===== src/rtl/memory_sequencer.sv =====
// memory_sequencer
//   Sequences a multi-record block memory through initialisation, record load,
//   hash write-back and data write-back. A record pointer advances through the
//   memory after every completed data write-back and wraps at the top.
//
// Ports
//   clock             in   sole clock, rising edge
//   resetn            in   asynchronous active-low reset
//   init_memory       in   request full-memory initialisation (wins over load)
//   load_memory       in   request load of the record at the record pointer
//   process           in   main-controller phase: 3'b010 mining, 3'b100 store
//   done_mining       in   miner finished, mining_hash valid
//   starting_memory   in   word written to every address during initialisation
//   mining_hash       in   new hash, zero-extended onto data_in
//   datapath_out      in   record written back during the data phase
//   write_enable      out  memory write strobe
//   access_type       out  0 = record port, 1 = hash port
//   address           out  memory address
//   data_in           out  memory write data
//   load_registers    out  datapath latches memory read data
//   done_hash_store   out  hash stored, waiting for the store phase
//   done_memory_store out  idle, previous store complete
//   finished_init     out  initialisation complete
//   busy              out  high in every state except idle
module memory_sequencer #(
    parameter int unsigned DATA_W      = 48,
    parameter int unsigned HASH_W      = 8,
    parameter int unsigned ADDR_W      = 3,
    parameter int unsigned ACCESS_WAIT = 7,
    parameter int unsigned INIT_HOLD   = 7
) (
    input  logic              clock,
    input  logic              resetn,
    input  logic              init_memory,
    input  logic              load_memory,
    input  logic [2:0]        process,
    input  logic              done_mining,
    input  logic [DATA_W-1:0] starting_memory,
    input  logic [HASH_W-1:0] mining_hash,
    input  logic [DATA_W-1:0] datapath_out,
    output logic              write_enable,
    output logic              access_type,
    output logic [ADDR_W-1:0] address,
    output logic [DATA_W-1:0] data_in,
    output logic              load_registers,
    output logic              done_hash_store,
    output logic              done_memory_store,
    output logic              finished_init,
    output logic              busy
);

    localparam logic [3:0] StIdle      = 4'd0;
    localparam logic [3:0] StInit      = 4'd1;
    localparam logic [3:0] StInitHold  = 4'd2;
    localparam logic [3:0] StLoad      = 4'd3;
    localparam logic [3:0] StLatch     = 4'd4;
    localparam logic [3:0] StWaitMine  = 4'd5;
    localparam logic [3:0] StGetPrev   = 4'd6;
    localparam logic [3:0] StWriteHash = 4'd7;
    localparam logic [3:0] StWaitStore = 4'd8;
    localparam logic [3:0] StWriteData = 4'd9;

    localparam int unsigned MaxWait = (ACCESS_WAIT > INIT_HOLD) ? ACCESS_WAIT : INIT_HOLD;
    localparam int unsigned CntW    = (MaxWait > 1) ? $clog2(MaxWait) : 1;

    localparam logic [CntW-1:0] AccLast  = CntW'(ACCESS_WAIT - 1);
    localparam logic [CntW-1:0] HoldLast = CntW'(INIT_HOLD - 1);

    logic [3:0]        state_q, state_d;
    logic [CntW-1:0]   wait_cnt_q, wait_cnt_d;
    logic [ADDR_W-1:0] init_addr_q, init_addr_d;
    logic [ADDR_W-1:0] rec_ptr_q, rec_ptr_d;
    logic              timed;

    always_ff @(posedge clock or negedge resetn) begin
        if (!resetn) begin
            state_q     <= StIdle;
            wait_cnt_q  <= '0;
            init_addr_q <= '0;
            rec_ptr_q   <= '0;
        end else begin
            state_q     <= state_d;
            wait_cnt_q  <= wait_cnt_d;
            init_addr_q <= init_addr_d;
            rec_ptr_q   <= rec_ptr_d;
        end
    end

    always_comb begin
        state_d     = state_q;
        init_addr_d = init_addr_q;
        rec_ptr_d   = rec_ptr_q;
        case (state_q)
            StIdle: begin
                if (init_memory) begin
                    state_d = StInit;
                end else if (load_memory) begin
                    state_d = StLoad;
                end
            end
            StInit: begin
                init_addr_d = init_addr_q + ADDR_W'(1);
                if (init_addr_q == {ADDR_W{1'b1}}) begin
                    state_d     = StInitHold;
                    init_addr_d = '0;
                    rec_ptr_d   = '0;
                end
            end
            StInitHold:  if (wait_cnt_q == HoldLast) state_d = StIdle;
            StLoad:      if (wait_cnt_q == AccLast) state_d = StLatch;
            StLatch:     state_d = StWaitMine;
            StWaitMine:  if (process == 3'b010) state_d = StGetPrev;
            StGetPrev:   if (done_mining) state_d = StWriteHash;
            StWriteHash: if (wait_cnt_q == AccLast) state_d = StWaitStore;
            StWaitStore: if (process == 3'b100) state_d = StWriteData;
            StWriteData: begin
                if (wait_cnt_q == AccLast) begin
                    state_d   = StIdle;
                    rec_ptr_d = rec_ptr_q + ADDR_W'(1);
                end
            end
            default:     state_d = StIdle;
        endcase
    end

    // Counter only runs in timed states; any state change restarts it.
    assign timed = (state_q == StInitHold) || (state_q == StLoad) ||
                   (state_q == StWriteHash) || (state_q == StWriteData);

    always_comb begin
        if (state_d != state_q || !timed) begin
            wait_cnt_d = '0;
        end else begin
            wait_cnt_d = wait_cnt_q + CntW'(1);
        end
    end

    always_comb begin
        write_enable      = 1'b0;
        access_type       = 1'b0;
        address           = rec_ptr_q;
        data_in           = datapath_out;
        load_registers    = 1'b0;
        done_hash_store   = 1'b0;
        done_memory_store = 1'b0;
        finished_init     = 1'b0;
        busy              = (state_q != StIdle);
        case (state_q)
            StIdle:      done_memory_store = 1'b1;
            StInit: begin
                write_enable = 1'b1;
                address      = init_addr_q;
                data_in      = starting_memory;
            end
            StInitHold:  finished_init = 1'b1;
            StLatch:     load_registers = 1'b1;
            StWaitMine:  data_in = DATA_W'(mining_hash);
            StGetPrev: begin
                access_type = 1'b1;
                data_in     = DATA_W'(mining_hash);
            end
            StWriteHash: begin
                write_enable = 1'b1;
                access_type  = 1'b1;
                data_in      = DATA_W'(mining_hash);
            end
            StWaitStore: done_hash_store = 1'b1;
            StWriteData: write_enable = 1'b1;
            default:     ;
        endcase
    end

endmodule


===== config.mk =====
export PLATFORM = sky130hd
export DESIGN_NAME = memory_sequencer
export DESIGN_NICKNAME = d
export VERILOG_FILES = /design/src/rtl/memory_sequencer.sv
export SDC_FILE = /design/constraint.sdc
export NUM_CORES = 1
export LEC_CHECK = 0
export ABC_AREA = 1
export CAP_MARGIN = 10
export CORE_MARGIN = 2
export CORE_UTILIZATION = 28
export CTS_BUF_LIST = sky130_fd_sc_hd__clkbuf_4 sky130_fd_sc_hd__clkbuf_8
export CTS_CLUSTER_DIAMETER = 80
export DETAILED_ROUTE_END_ITERATION = 8
export HOLD_SLACK_MARGIN = 0.08
export PLACE_DENSITY = 0.83
export SLEW_MARGIN = 10
export SYNTH_ARGS = -nofsm -noshare
export SYNTH_HDL_FRONTEND = slang
export SYNTH_SLANG_ARGS = --single-unit

===== constraint.sdc =====
create_clock -name clock -period 2.45 [get_ports clock]
set_clock_uncertainty 0.05 [all_clocks]
set_input_delay 0.49 -clock clock [delete_from_list [all_inputs] [get_ports clock]]
set_output_delay 0.49 -clock clock [all_outputs]
set_load 0.01 [all_outputs]

# Yosys cells after proc, flatten, opt, wreduce, memory -nomap -nowiden
# Cells that the tools add are included.
# Widths: inputs -> output; s select.
[word_totals] word_cells=59 out_inout_bits=58 in_bits=112 ff_bits=13
[classes] reduce_logical=13 eq_ne=16 muxes=23 n_addsub=3
[op_table] cell="$pmux 48 s2" n=1
[op_table] cell="$mux 4" n=9
[op_table] cell="$pmux 4 s9" n=1
[op_table] cell="$eq 4x3->1 const B" n=4
[op_table] cell="$mux 3" n=5
[op_table] cell="$add 3x1->3 const B" n=3
[op_table] cell="$eq 3x3->1 const B" n=3
[op_table] cell="$eq 4x2->1 const B" n=2
[op_table] cell="$eq 4x4->1 const B" n=2
[op_table] cell="$mux 1" n=6
[op_table] cell="$pmux 3 s2" n=1
[op_table] cell="$reduce_or 3->1" n=2
[op_table] cell="$eq 4x1->1 const B" n=1
[op_table] cell="$logic_not 4->1" n=1
[op_table] cell="$logic_or 1x1->1" n=4
[op_table] cell="$ne 2x2->1 const B" n=2
[op_table] cell="$ne 4x4->1" n=1
[op_table] cell="$reduce_bool 4->1" n=1
[op_table] cell="$reduce_or 2->1" n=2
[op_table] cell="$eq 3x2->1 const B" n=1
[op_table] cell="$reduce_and 3->1" n=1
[op_table] cell="$reduce_bool 2->1" n=1
[op_table] cell="$logic_not 1->1" n=1

# Depth between registers and ports, before layout
# Gate-level depths: netlist of the first run.
[depth] ltp_word=7 depth_mapped=12 mapped_depth_nobuf=12

# Worst setup path after synthesis of the first run
# Ideal clock, no wire load.
[synth_path] path_type="register to output" startpoint="register state_q[3]" endpoint="output port data_in[19]" t_arrival_ns=1.409 required_time_ns=1.910 setup_slack_ns=0.501 path_stages_with_launch=8 n_path_buf=2 cell_sequence="dfrtp_1 > nor2_2 > nand2_4 > clkinv_2 > nor2_2 > buf_6 > buf_6 > a22o_1"
[synth_via] elab_chain_len=3 elab_cells_between_ends=6 cone_classes="eq/ne: 4; mux: 1; reduce/logical: 1"
[synth_rtl] element="start, declared" line_no="69" rtl="logic [3:0] state_q, state_d;"
[synth_rtl] element="start signal, assigned" line_no="77" rtl="state_q <= StIdle;"
[synth_rtl] element="start signal, assigned" line_no="82" rtl="state_q <= state_d;"
[synth_rtl] element="$eq 4x3->1" line_no="148" rtl="case (state_q)"
[synth_rtl] element="$reduce_or 3->1 (no source line)"
[synth_rtl] element="$pmux 48 s2 (*)" line_no="148"
[synth_rtl] element="end, declared" line_no="44" rtl="output logic [DATA_W-1:0] data_in,"
# Every way passes the cells marked *; elsewhere a longest branch is shown, timed or not.

# Worst setup path after layout of the first run
[layout_path] startpoint="register state_q[1]" endpoint="output port data_in[14]"
# The elaborated chain is that of the path after synthesis.

==> results_dict.tcl, run 1 <==
set metrics [dict create \
    wl_per_cell_microns 16.7 \
    final_critical_path_setup_slack_ps 59.0 \
    layout.area.seq_sq_um 327 \
    synthesis.area_per_instance_sq_um 6.75 \
    fp.dieArea_sq_mm 0.00588 \
    number_of_antenna_violations_at_the_first_check_in_global_routing 0 \
    grt_start_max_net_pins 33 \
    number_of_max_capacitance_violations_reported 0 \
    timing.final.crit_share_pct 97.6 \
    max_clock_freq_mhz 418 \
    initial_utilization_pct 29.0 \
    antenna_violating_nets_post_route 0 \
    clock_latency_on_the_worst_skew_pair_ps 250 \
    most_common_cell_after_layout_fill_and_taps_aside "sky130_fd_sc_hd__clkdlybuf4s50_1" \
    worst_ep_arrival_time_ps 1850 \
    die-width_microns 76.7 \
    firstDrtPassIters 5 \
    yosysTopAreaCell "sky130_fd_sc_hd__a22o_1" \
    synthesis.nets 336 \
    tritoncts "built" \
    detail_route.vias_per_cell 4.95 \
    post_synth_main_area_contributors "sky130_fd_sc_hd__a22o_1 24%, sky130_fd_sc_hd__dfrtp_1 22%, sky130_fd_sc_hd__nand2_1 17%" \
    post_layout_total_power_w 0.00427 \
    core.rowCount 26 \
    vias 2307 \
    ios 170 \
    fin_setup_tns_ps 0 \
    post-place-ws_ps 45.7 \
    worstHoldPathType "reg -> reg" \
    power.density_cell_area_mw_per_mm2 1280 \
    routabilityCongestion 0.888 \
    grt_pass1_wl_mm 11.6 \
    synth_largest_type_area_fraction_pct 23.7 \
    global_route.usage.total_pct 24.9 \
    coreArea_sq_mm 0.00511 \
    drt-initial-drc-count 125 \
    max-slew-margin-rel_pct 60.3 \
    route.detailed.drc 0 \
    floorplan.die.height_microns 76.7 \
    power.share.clock_pct 4.5 \
    synth-seq-cells 13 \
    cts.reportedPaths.clkPinSlew_ps 60 \
    drt_wl_total_mm 7.78 \
    cts_inserted_buffers 3 \
    clk_root_buffer_cell "sky130_fd_sc_hd__clkbuf_8" \
    power.ir.vdd_worst_uv 884 \
    most-common-layout-cells "118 x sky130_fd_sc_hd__clkdlybuf4s50_1, 66 x sky130_fd_sc_hd__nand2_1, 40 x sky130_fd_sc_hd__a22o_1, 40 x sky130_fd_sc_hd__dlygate4sd2_1" \
    yosys_warnings 0 \
    syn-cell-area_sq_mm 0.00148 \
    insertedDiodeCount 0 \
    final_setup_fails 0 \
    layout.cells.non_filler 466 \
    maxSlewViolCount 0 \
    timing.critical_path.from_type "flop" \
    detailed_placement_wirelength_estimate_mm 6.62 \
    path_max_fanout 13 \
    layout-area-overhead-vs-synth_pct 125 \
    final_net_count 514 \
    finalCriticalPeriod_ps 2390 \
    p_comb_share_pct 87.4 \
    drive_above_1_share_pct 7.58 \
    port_buffers 169 \
    multiInputGateArea_sq_mm 0.00101 \
    outcome "completed" \
    synth-async-reset-ratio_pct 100 \
    share_of_synthesized_area_occupied_by_flip_flops_and_latches_pct 22.0 \
    crit_path_end_kind "primary output" \
    clockBufferDepth 2 \
    yosys_most_used_dff "sky130_fd_sc_hd__dfrtp_1" \
    worstMarginPinSlew_ps 593 \
    power_switching_share_pct 48.2 \
    global_route.overflow_total 0 \
    synth_cell_type_count 22 \
    pwr-share-seq_pct 8.1 \
    power_report.internal_total_w 0.00221 \
    grt_pass1_vias 2187 \
    power.switching_w 0.00206 \
    synth-edff-count 0 \
    filler_cell_count 454 \
    numPlacedInstances 458 \
    syn_inst 219 \
    critical_path_class "reg -> out" \
    critical_path_data_required_time_ps 1910 \
    hold_violations 0 \
    power.static_leakage_nw 1.66 \
    h-tree-depth 1 \
    clock_sink_count 13 \
]
[cells by family after synthesis]
family	Yosys count	share of synthesized area (%)
AND/OR/NAND/NOR	117	34.9
AO/OA/AOI/OAI	51	27.9
buffers and inverters	32	10.3
flip-flops	13	22.0
adder cells (fa/ha/maj)	5	4.23
XOR/XNOR	1	0.592
[final cells by class]
| cell class | count | share of cell area [%] |
|---|---|---|
| repair buffers | 183 | 53.4 |
| multi-input cells | 174 | 30.2 |
| flip-flops and latches | 13 | 9.80 |
| well taps | 70 | 2.63 |
| inverters | 22 | 2.55 |
| clock buffers | 3 | 1.24 |
| clock inverters | 1 | 0.150 |
[synthesized netlist by cell type (3+ instances only)]
cell type and count:
sky130_fd_sc_hd__buf_2 7, sky130_fd_sc_hd__nand3_1 19, sky130_fd_sc_hd__o21ai_0 6, sky130_fd_sc_hd__ha_1 5, sky130_fd_sc_hd__nor2_2 3, sky130_fd_sc_hd__nor2_1 18
sky130_fd_sc_hd__a22o_1 40, sky130_fd_sc_hd__inv_1 19, sky130_fd_sc_hd__buf_6 3, sky130_fd_sc_hd__nand2_1 66, sky130_fd_sc_hd__dfrtp_1 13, sky130_fd_sc_hd__nand4_1 5
[routing by layer]
| layer | global-route usage (%) | share of wire [%] | vias to the layer above |
|---|---|---|---|
| met5 | 0 | 0 | - |
| met4 | 4.73 | 1.7 | 0 |
| met3 | 6.59 | 7.0 | 11 |
| met2 | 44.6 | 51 | 115 |
| met1 | 29.9 | 40 | 1065 |
| li1 | - | - | 1116 |
[stage by stage]
stage          cell area, sq um  utilization, %  hold WS, ps
2_1_floorplan              1480               -          144
3_3_place_gp               3290            64.5          406
3_5_place_dp               3290            64.5          418
4_1_cts                    3290            64.5          426
5_1_grt                    3330            65.2          447
6_report                   3330            65.2          416
[state kept, by name, indices dropped and copies added (netlist names)]
name,cells
wait_cnt_q,3
rec_ptr_q,3
state_q,4
init_addr_q,3
[worst max-delay path: stages, from the launching register on]
cell and delay, ps:
sky130_fd_sc_hd__dfrtp_2 470, sky130_fd_sc_hd__nor2_4 150, sky130_fd_sc_hd__nand2_4 90, sky130_fd_sc_hd__inv_4 100
sky130_fd_sc_hd__nor2_4 50, sky130_fd_sc_hd__buf_8 140, sky130_fd_sc_hd__buf_4 140, sky130_fd_sc_hd__a22o_1 170
sky130_fd_sc_hd__dlygate4sd2_1 280
[power by group through the flow]
stage	combinational [W]	sequential [W]	clock [W]
2_1_floorplan	0.00199	0.000342	0
3_3_place_gp	0.00395	0.000345	0
3_5_place_dp	0.00400	0.000349	0
4_1_cts	0.00361	0.000348	0.000194
5_1_grt	0.00401	0.000355	0.000207
6_report	0.00374	0.000348	0.000191
[path summary, 6_finish.rpt]
check | from | to | slack, ps | depth (start not counted)
worst max-delay path | state_q[1] | data_in[14] | 60 | 8
worst min-delay path | wait_cnt_q[0] | wait_cnt_q[0] | 420 | 1
worst max register to register | wait_cnt_q[0] | wait_cnt_q[0] | 690 | 11
worst min register to register | wait_cnt_q[0] | wait_cnt_q[0] | 420 | 1
max in group asynchronous | resetn | state_q[1] | 1360 | 1
min in group asynchronous | resetn | state_q[0] | 570 | 1
[what timing repair did]
item | CTS | global route
setup endpoints to repair | 51 | 3
buffers inserted | 0 | 4
gates resized for setup | 52 | 14
hold buffers | 0 | 0
hold endpoints to repair | 0 | 0
pin swaps | 0 | 1
Power figures use the tool's default switching activity.
==> inputs of run 2 (changes only) <==
--- a/config.mk
+++ b/config.mk
@@ -8,12 +8,12 @@
 export ABC_AREA = 1
 export CAP_MARGIN = 10
 export CORE_MARGIN = 2
-export CORE_UTILIZATION = 28
+export CORE_UTILIZATION = 30
 export CTS_BUF_LIST = sky130_fd_sc_hd__clkbuf_4 sky130_fd_sc_hd__clkbuf_8
 export CTS_CLUSTER_DIAMETER = 80
 export DETAILED_ROUTE_END_ITERATION = 8
 export HOLD_SLACK_MARGIN = 0.08
-export PLACE_DENSITY = 0.83
+export PLACE_DENSITY = 0.88
 export SLEW_MARGIN = 10
 export SYNTH_ARGS = -nofsm -noshare
 export SYNTH_HDL_FRONTEND = slang
==> constraint.sdc (replaced) <==
create_clock -name clock -period 2.95 [get_ports clock]
set_clock_uncertainty 0.05 [all_clocks]
set_input_delay 0.59 -clock clock [delete_from_list [all_inputs] [get_ports clock]]
set_output_delay 0.59 -clock clock [all_outputs]
set_load 0.01 [all_outputs]
==> run 2 against run 1 <==
Effect of this change:
- worst setup slack improved by 14 ps
- final cell count decreased by 1.9%
- core utilization increased by 5.4 points
- routed wire length increased by 5.3%
- flip-flop and latch count unchanged
- sequential share of layout area about the same
- count of clock-buffer cells in the layout increased by 1
- design area increased by 0.15%
- combinational power decreased by 9.4%
- non-clock buffer count decreased by 6
- critical path type unchanged
- largest cell class unchanged
- highest routed layer unchanged
==> results_dict.tcl, run 2 (synthesis gave the netlist of run 1 again) <==
set metrics [dict create \
    outcome "completed" \
    power.switching_w 0.00175 \
    worstHoldPathType "reg -> reg" \
    worstMarginPinSlew_ps 644 \
    detailed_placement_wirelength_estimate_mm 6.95 \
    power.share.clock_pct 4.4 \
    drt-initial-drc-count 160 \
    wl_per_cell_microns 17.9 \
    core.rowCount 25 \
    filler_cell_count 378 \
    post_cts_hold_buffer_count 0 \
    clk_root_buffer_cell "sky130_fd_sc_hd__clkbuf_8" \
    global_route.usage.total_pct 27.2 \
    timing.hold.ws_ps 407 \
    grt_pass1_wl_mm 11.1 \
    detail_route.vias_per_cell 4.99 \
    crit_path_frequent_cell "sky130_fd_sc_hd__nor2_4" \
    insertedDiodeCount 0 \
    clock_latency_on_the_worst_skew_pair_ps 250 \
    top_register "state_q" \
    flip_flop_count_of_the_largest_register_all_copies_and_words_added 4 \
    antenna_violating_nets_post_route 0 \
    critical_path_data_required_time_ps 2310 \
    power.density_cell_area_mw_per_mm2 1160 \
    post_layout_total_power_w 0.00386 \
    clockBufferDepth 2 \
    hold_violations 0 \
    pwr-share-seq_pct 7.7 \
    vias 2281 \
    p_comb_share_pct 87.9 \
    ios 170 \
    cell_with_the_largest_stage_delay_on_the_worst_path "sky130_fd_sc_hd__clkdlybuf4s50_1" \
    die-width_microns 74.2 \
    crit_chain "inv_2, nor2_4, nand2_4, clkinv_2, nor2_4, buf_12, a22o_1, clkdlybuf4s50_1" \
    grt_pass1_vias 2010 \
    power.ir.vdd_worst_uv 728 \
    cts.reportedPaths.clkPinSlew_ps 50 \
    cts_inserted_buffers 3 \
    drt_wl_total_mm 8.19 \
    post-route-cell-area_sq_mm 0.00334 \
    layout-area-overhead-vs-synth_pct 126 \
    timing.final.crit_share_pct 97.5 \
    drive_above_1_share_pct 5.90 \
    worst_ep_arrival_time_ps 2240 \
    port_buffers 169 \
    number_of_antenna_violations_at_the_first_check_in_global_routing 0 \
    tritoncts "built" \
    firstDrtPassIters 4 \
    max-slew-margin-rel_pct 57.0 \
    power_switching_share_pct 45.2 \
    path_max_fanout 23 \
    numPlacedInstances 451 \
    h-tree-depth 1 \
    most_common_cell_after_layout_fill_and_taps_aside "sky130_fd_sc_hd__clkdlybuf4s50_1" \
    grt_start_max_net_pins 46 \
    maxSlewViolCount 0 \
    route.detailed.drc 0 \
    most-common-layout-cells "167 x sky130_fd_sc_hd__clkdlybuf4s50_1, 66 x sky130_fd_sc_hd__nand2_1, 40 x sky130_fd_sc_hd__a22o_1" \
    number_of_max_capacitance_violations_reported 0 \
    fp.dieArea_sq_mm 0.00551 \
    clock_sink_count 13 \
    crit_path_end_kind "primary output" \
    coreArea_sq_mm 0.00472 \
    power.static_leakage_nw 1.54 \
    final_net_count 508 \
    power_report.internal_total_w 0.00212 \
    layout.cells.non_filler 457 \
    max_clock_freq_mhz 348 \
    worst_path_largest_cell_delay_ps 560 \
    placed_cell_area_sq_mm 0.00325 \
    timing.critical_path.from_type "flop" \
    critical_path_class "reg -> out" \
    initial_utilization_pct 31.3 \
    routabilityCongestion 0.876 \
    floorplan.die.height_microns 74.2 \
    finalCriticalPeriod_ps 2880 \
    final_setup_fails 0 \
    global_route.overflow_total 0 \
]
## run 2: changes by cell type in the layout (fill, tap and decap cells not counted), sizes merged
cell           before  now
clkdlybuf4s50     118  167
dlygate4sd2        40    0
buf                14    7
clkdlybuf4s15       6    0
dlymetal6s2s        3    2
inv                22   21
## run 2: what timing repair did
item | CTS | global route
setup endpoints to repair | 0 | 23
setup buffers | 0 | 1
resized for setup | 0 | 4
hold endpoints to repair | 0 | 0
## run 2: worst paths after layout
kind / from / end / slack [ps] / cells past startpoint
min reg2reg: wait_cnt_q[0] / wait_cnt_q[0] / 410 / 1
min: wait_cnt_q[0] / wait_cnt_q[0] / 410 / 1
max: state_q[0] / data_in[20] / 70 / 8
max reg2reg: state_q[3] / wait_cnt_q[2] / 1250 / 8
min in group asynchronous: resetn / init_addr_q[2] / 690 / 1
max in group asynchronous: resetn / state_q[0] / 1700 / 1
## run 2: area by class of cell
type | instances | area (sq um) | share of cell area [%]
clock buffer | 4 | 48.8 | 1.46
inverter | 22 | 83.8 | 2.51
multi-input combinational | 174 | 1010 | 30.1
sequential | 13 | 328 | 9.82
tap | 67 | 83.8 | 2.51
timing repair buffer | 177 | 1790 | 53.5
## run 2: per-layer routing
layer  vias to the layer above  part of all wire [%]  track usage (%)
met5                         -                     0                0
met4                         0                   2.6             9.33
met3                        18                   9.6             5.28
met2                       123                    49             44.9
met1                      1038                    38             35.5
li1                       1102                     -                -
## run 2: per-stage QoR
step                      setup slack [ps]  util [%]  TNS, ps
after floorplan                        901         -        0
after global placement                 374      68.8        0
after detailed placement               327      68.8        0
after CTS                             53.6      69.8        0
after global routing                -0.858      70.6   -0.858
final                                 72.7      70.6        0
## run 2: critical path: cells and delay by family (launching register included)
kind	cells	cell delay [ps]
buffers and inverters	4	960
flip-flops	1	460
AO/OA/AOI/OAI	1	190
AND/OR/NAND/NOR	3	380
## run 2: power by group through the flow
stage / Sequential (W) / Clock, W / Combinational, W
after floorplan: 0.000284 / 0 / 0.00166
after global placement: 0.000292 / 0 / 0.00322
after detailed placement: 0.000297 / 0 / 0.00327
after CTS: 0.000293 / 0.000173 / 0.00328
after global routing: 0.000306 / 0.000181 / 0.00363
final: 0.000298 / 0.000171 / 0.00339
==> inputs of run 3 (changes only) <==
--- a/config.mk
+++ b/config.mk
@@ -14,6 +14,7 @@
 export DETAILED_ROUTE_END_ITERATION = 8
 export HOLD_SLACK_MARGIN = 0.08
 export PLACE_DENSITY = 0.88
+export RECOVER_POWER = 100
 export SLEW_MARGIN = 10
 export SYNTH_ARGS = -nofsm -noshare
 export SYNTH_HDL_FRONTEND = slang
==> run 3 against run 2 <==
Effect of this change:
- power shrank 1.5%
- via count is 1.1% lower
- worst setup slack better by 13 ps
- critical endpoint is now data_in[45]
==> results_dict.tcl, run 3 (synthesis gave the netlist of run 1 again) <==
set metrics [dict create \
    placed_cell_area_sq_mm 0.00325 \
    detail_route.vias_per_cell 4.94 \
    layout-area-overhead-vs-synth_pct 124 \
    routabilityCongestion 0.876 \
    critical_path_class "reg -> out" \
    h-tree-depth 1 \
    vias 2257 \
    drive_above_1_share_pct 5.64 \
    clk_root_buffer_cell "sky130_fd_sc_hd__clkbuf_8" \
    path_max_fanout 22 \
    route.detailed.drc 0 \
    worst_ep_arrival_time_ps 2220 \
    worst_path_largest_cell_delay_ps 560 \
    hold_depth 1 \
    hold_violations 0 \
    cts.reportedPaths.clkPinSlew_ps 50 \
    worstHoldPathType "reg -> reg" \
    power.static_leakage_nw 1.53 \
    grt_start_max_net_pins 46 \
    crit_path_frequent_cell "sky130_fd_sc_hd__nor2_4" \
    insertedDiodeCount 0 \
    global_route.overflow_total 0 \
    grt_pass1_wl_mm 11.1 \
    core.rowCount 25 \
    final_setup_fails 0 \
    maxSlewViolCount 0 \
    min_delay_worst_endpoint "wait_cnt_q[0]" \
    r2r-end "wait_cnt_q[2]" \
    max-slew-margin-rel_pct 58.2 \
    initial_utilization_pct 31.3 \
    ios 170 \
    crit_path_end_kind "primary output" \
    fp.dieArea_sq_mm 0.00551 \
    power.density_cell_area_mw_per_mm2 1150 \
    r2r_slack_ps 1090 \
    clock_sink_count 13 \
    critical_path_data_required_time_ps 2310 \
    tritoncts "built" \
    number_of_antenna_violations_at_the_first_check_in_global_routing 0 \
    cts_inserted_buffers 3 \
    antenna_violating_nets_post_route 0 \
    post-route-cell-area_sq_mm 0.00332 \
    worst-r2r-cell-count 8 \
    most-common-layout-cells "162 x sky130_fd_sc_hd__clkdlybuf4s50_1, 66 x sky130_fd_sc_hd__nand2_1, 40 x sky130_fd_sc_hd__a22o_1" \
    port_buffers 169 \
    coreArea_sq_mm 0.00472 \
    drt_wl_total_mm 8.18 \
    timing.final.crit_share_pct 97.1 \
    cell_with_the_largest_stage_delay_on_the_worst_path "sky130_fd_sc_hd__clkdlybuf4s50_1" \
    global_route.usage.total_pct 27.2 \
    power.ir.vdd_worst_uv 724 \
    die-width_microns 74.2 \
    max_clock_freq_mhz 349 \
    firstDrtPassIters 4 \
    critical_path.reg2reg.startpoint "state_q[3]" \
    worstMarginPinSlew_ps 625 \
    crit_chain "inv_2, nor2_4, nand2_4, clkinv_2, nor2_4, buf_6, a22o_1, clkdlybuf4s50_1" \
    final_core_util_pct 70.3 \
    timing.critical_path.from_type "flop" \
    drt-initial-drc-count 167 \
    outcome "completed" \
    floorplan.die.height_microns 74.2 \
    grt_pass1_vias 2010 \
    number_of_max_capacitance_violations_reported 0 \
    clockBufferDepth 2 \
    wl_per_cell_microns 17.9 \
    clock_latency_on_the_worst_skew_pair_ps 240 \
    worstHoldStart "wait_cnt_q[0]" \
    final_net_count 508 \
    finalCriticalPeriod_ps 2860 \
    most_common_cell_after_layout_fill_and_taps_aside "sky130_fd_sc_hd__clkdlybuf4s50_1" \
    rsz0062_at_grt "false" \
    detailed_placement_wirelength_estimate_mm 6.95 \
    fin_setup_tns_ps 0 \
    flip_flop_count_of_the_largest_register_all_copies_and_words_added 4 \
    top_register "state_q" \
]
==> run 3: cell types whose count changed in the layout (fill, tap and decap cells not counted), sizes merged <==
| cell | change |
|---|---|
| clkdlybuf4s50 | -5 |
| dlygate4sd3 | +5 |
==> run 3: area by class of cell <==
cell class | instances | area (sq um)
multi-input combinational | 174 | 1010
sequential | 13 | 328
fill | 380 | 1400
inverter | 22 | 83.8
tap | 67 | 83.8
timing repair buffer | 177 | 1770
clock buffer | 4 | 48.8
==> run 3: per-layer routing <==
metal  vias to the layer above  track usage (%)  share of wire (%)
met5                         -                0                  0
met4                         0             9.33                2.5
met3                        16             5.28                8.3
met2                       105             44.9                 50
met1                      1035             35.5                 40
li1                       1101                -                  -
==> run 3: critical path: cells and delay by family (launching register included) <==
kind / cells / cell delay [ps]
simple gates: 3 / 360
buf+inv: 4 / 1000
flops: 1 / 460
compound gates: 1 / 160
==> run 3: report_power, final <==
part	leakage (nW)	switching, W	internal, W	total [W]
Combinational	1.34	0.00161	0.00173	0.00334
Clock	0.0262	0.0000649	0.000105	0.000170
Sequential	0.169	0.0000619	0.000236	0.000298
==> run 3: how the worst max path moves through the flow <==
stage                     depth (start not counted)     endpoint  startpoint
after floorplan                                   7  data_in[19]  state_q[3]
after global placement                            8  data_in[28]  state_q[0]
after detailed placement                          8  data_in[28]  state_q[0]
after CTS                                         8  data_in[28]  state_q[0]
after global routing                              9   data_in[7]  state_q[0]
final                                             8  data_in[45]  state_q[0]
==> run 3: metrics by stage <==
| stage | hold slack, ps | setup WS [ps] | cells | power [W] |
|---|---|---|---|---|
| after floorplan | 244 | 901 | 219 | 0.00194 |
| after global placement | 396 | 374 | 451 | 0.00351 |
| after detailed placement | 406 | 327 | 451 | 0.00357 |
| after CTS | 413 | 53.6 | 455 | 0.00375 |
| after global routing | 426 | 5.19 | 457 | 0.00406 |
| final | 408 | 86.2 | 457 | 0.00380 |
==> run 3: timing repair <==
action	4_1_cts	5_1_grt
setup endpoints to repair	0	23
buffers inserted	0	1
hold buffers	0	0
gates resized for setup	0	4
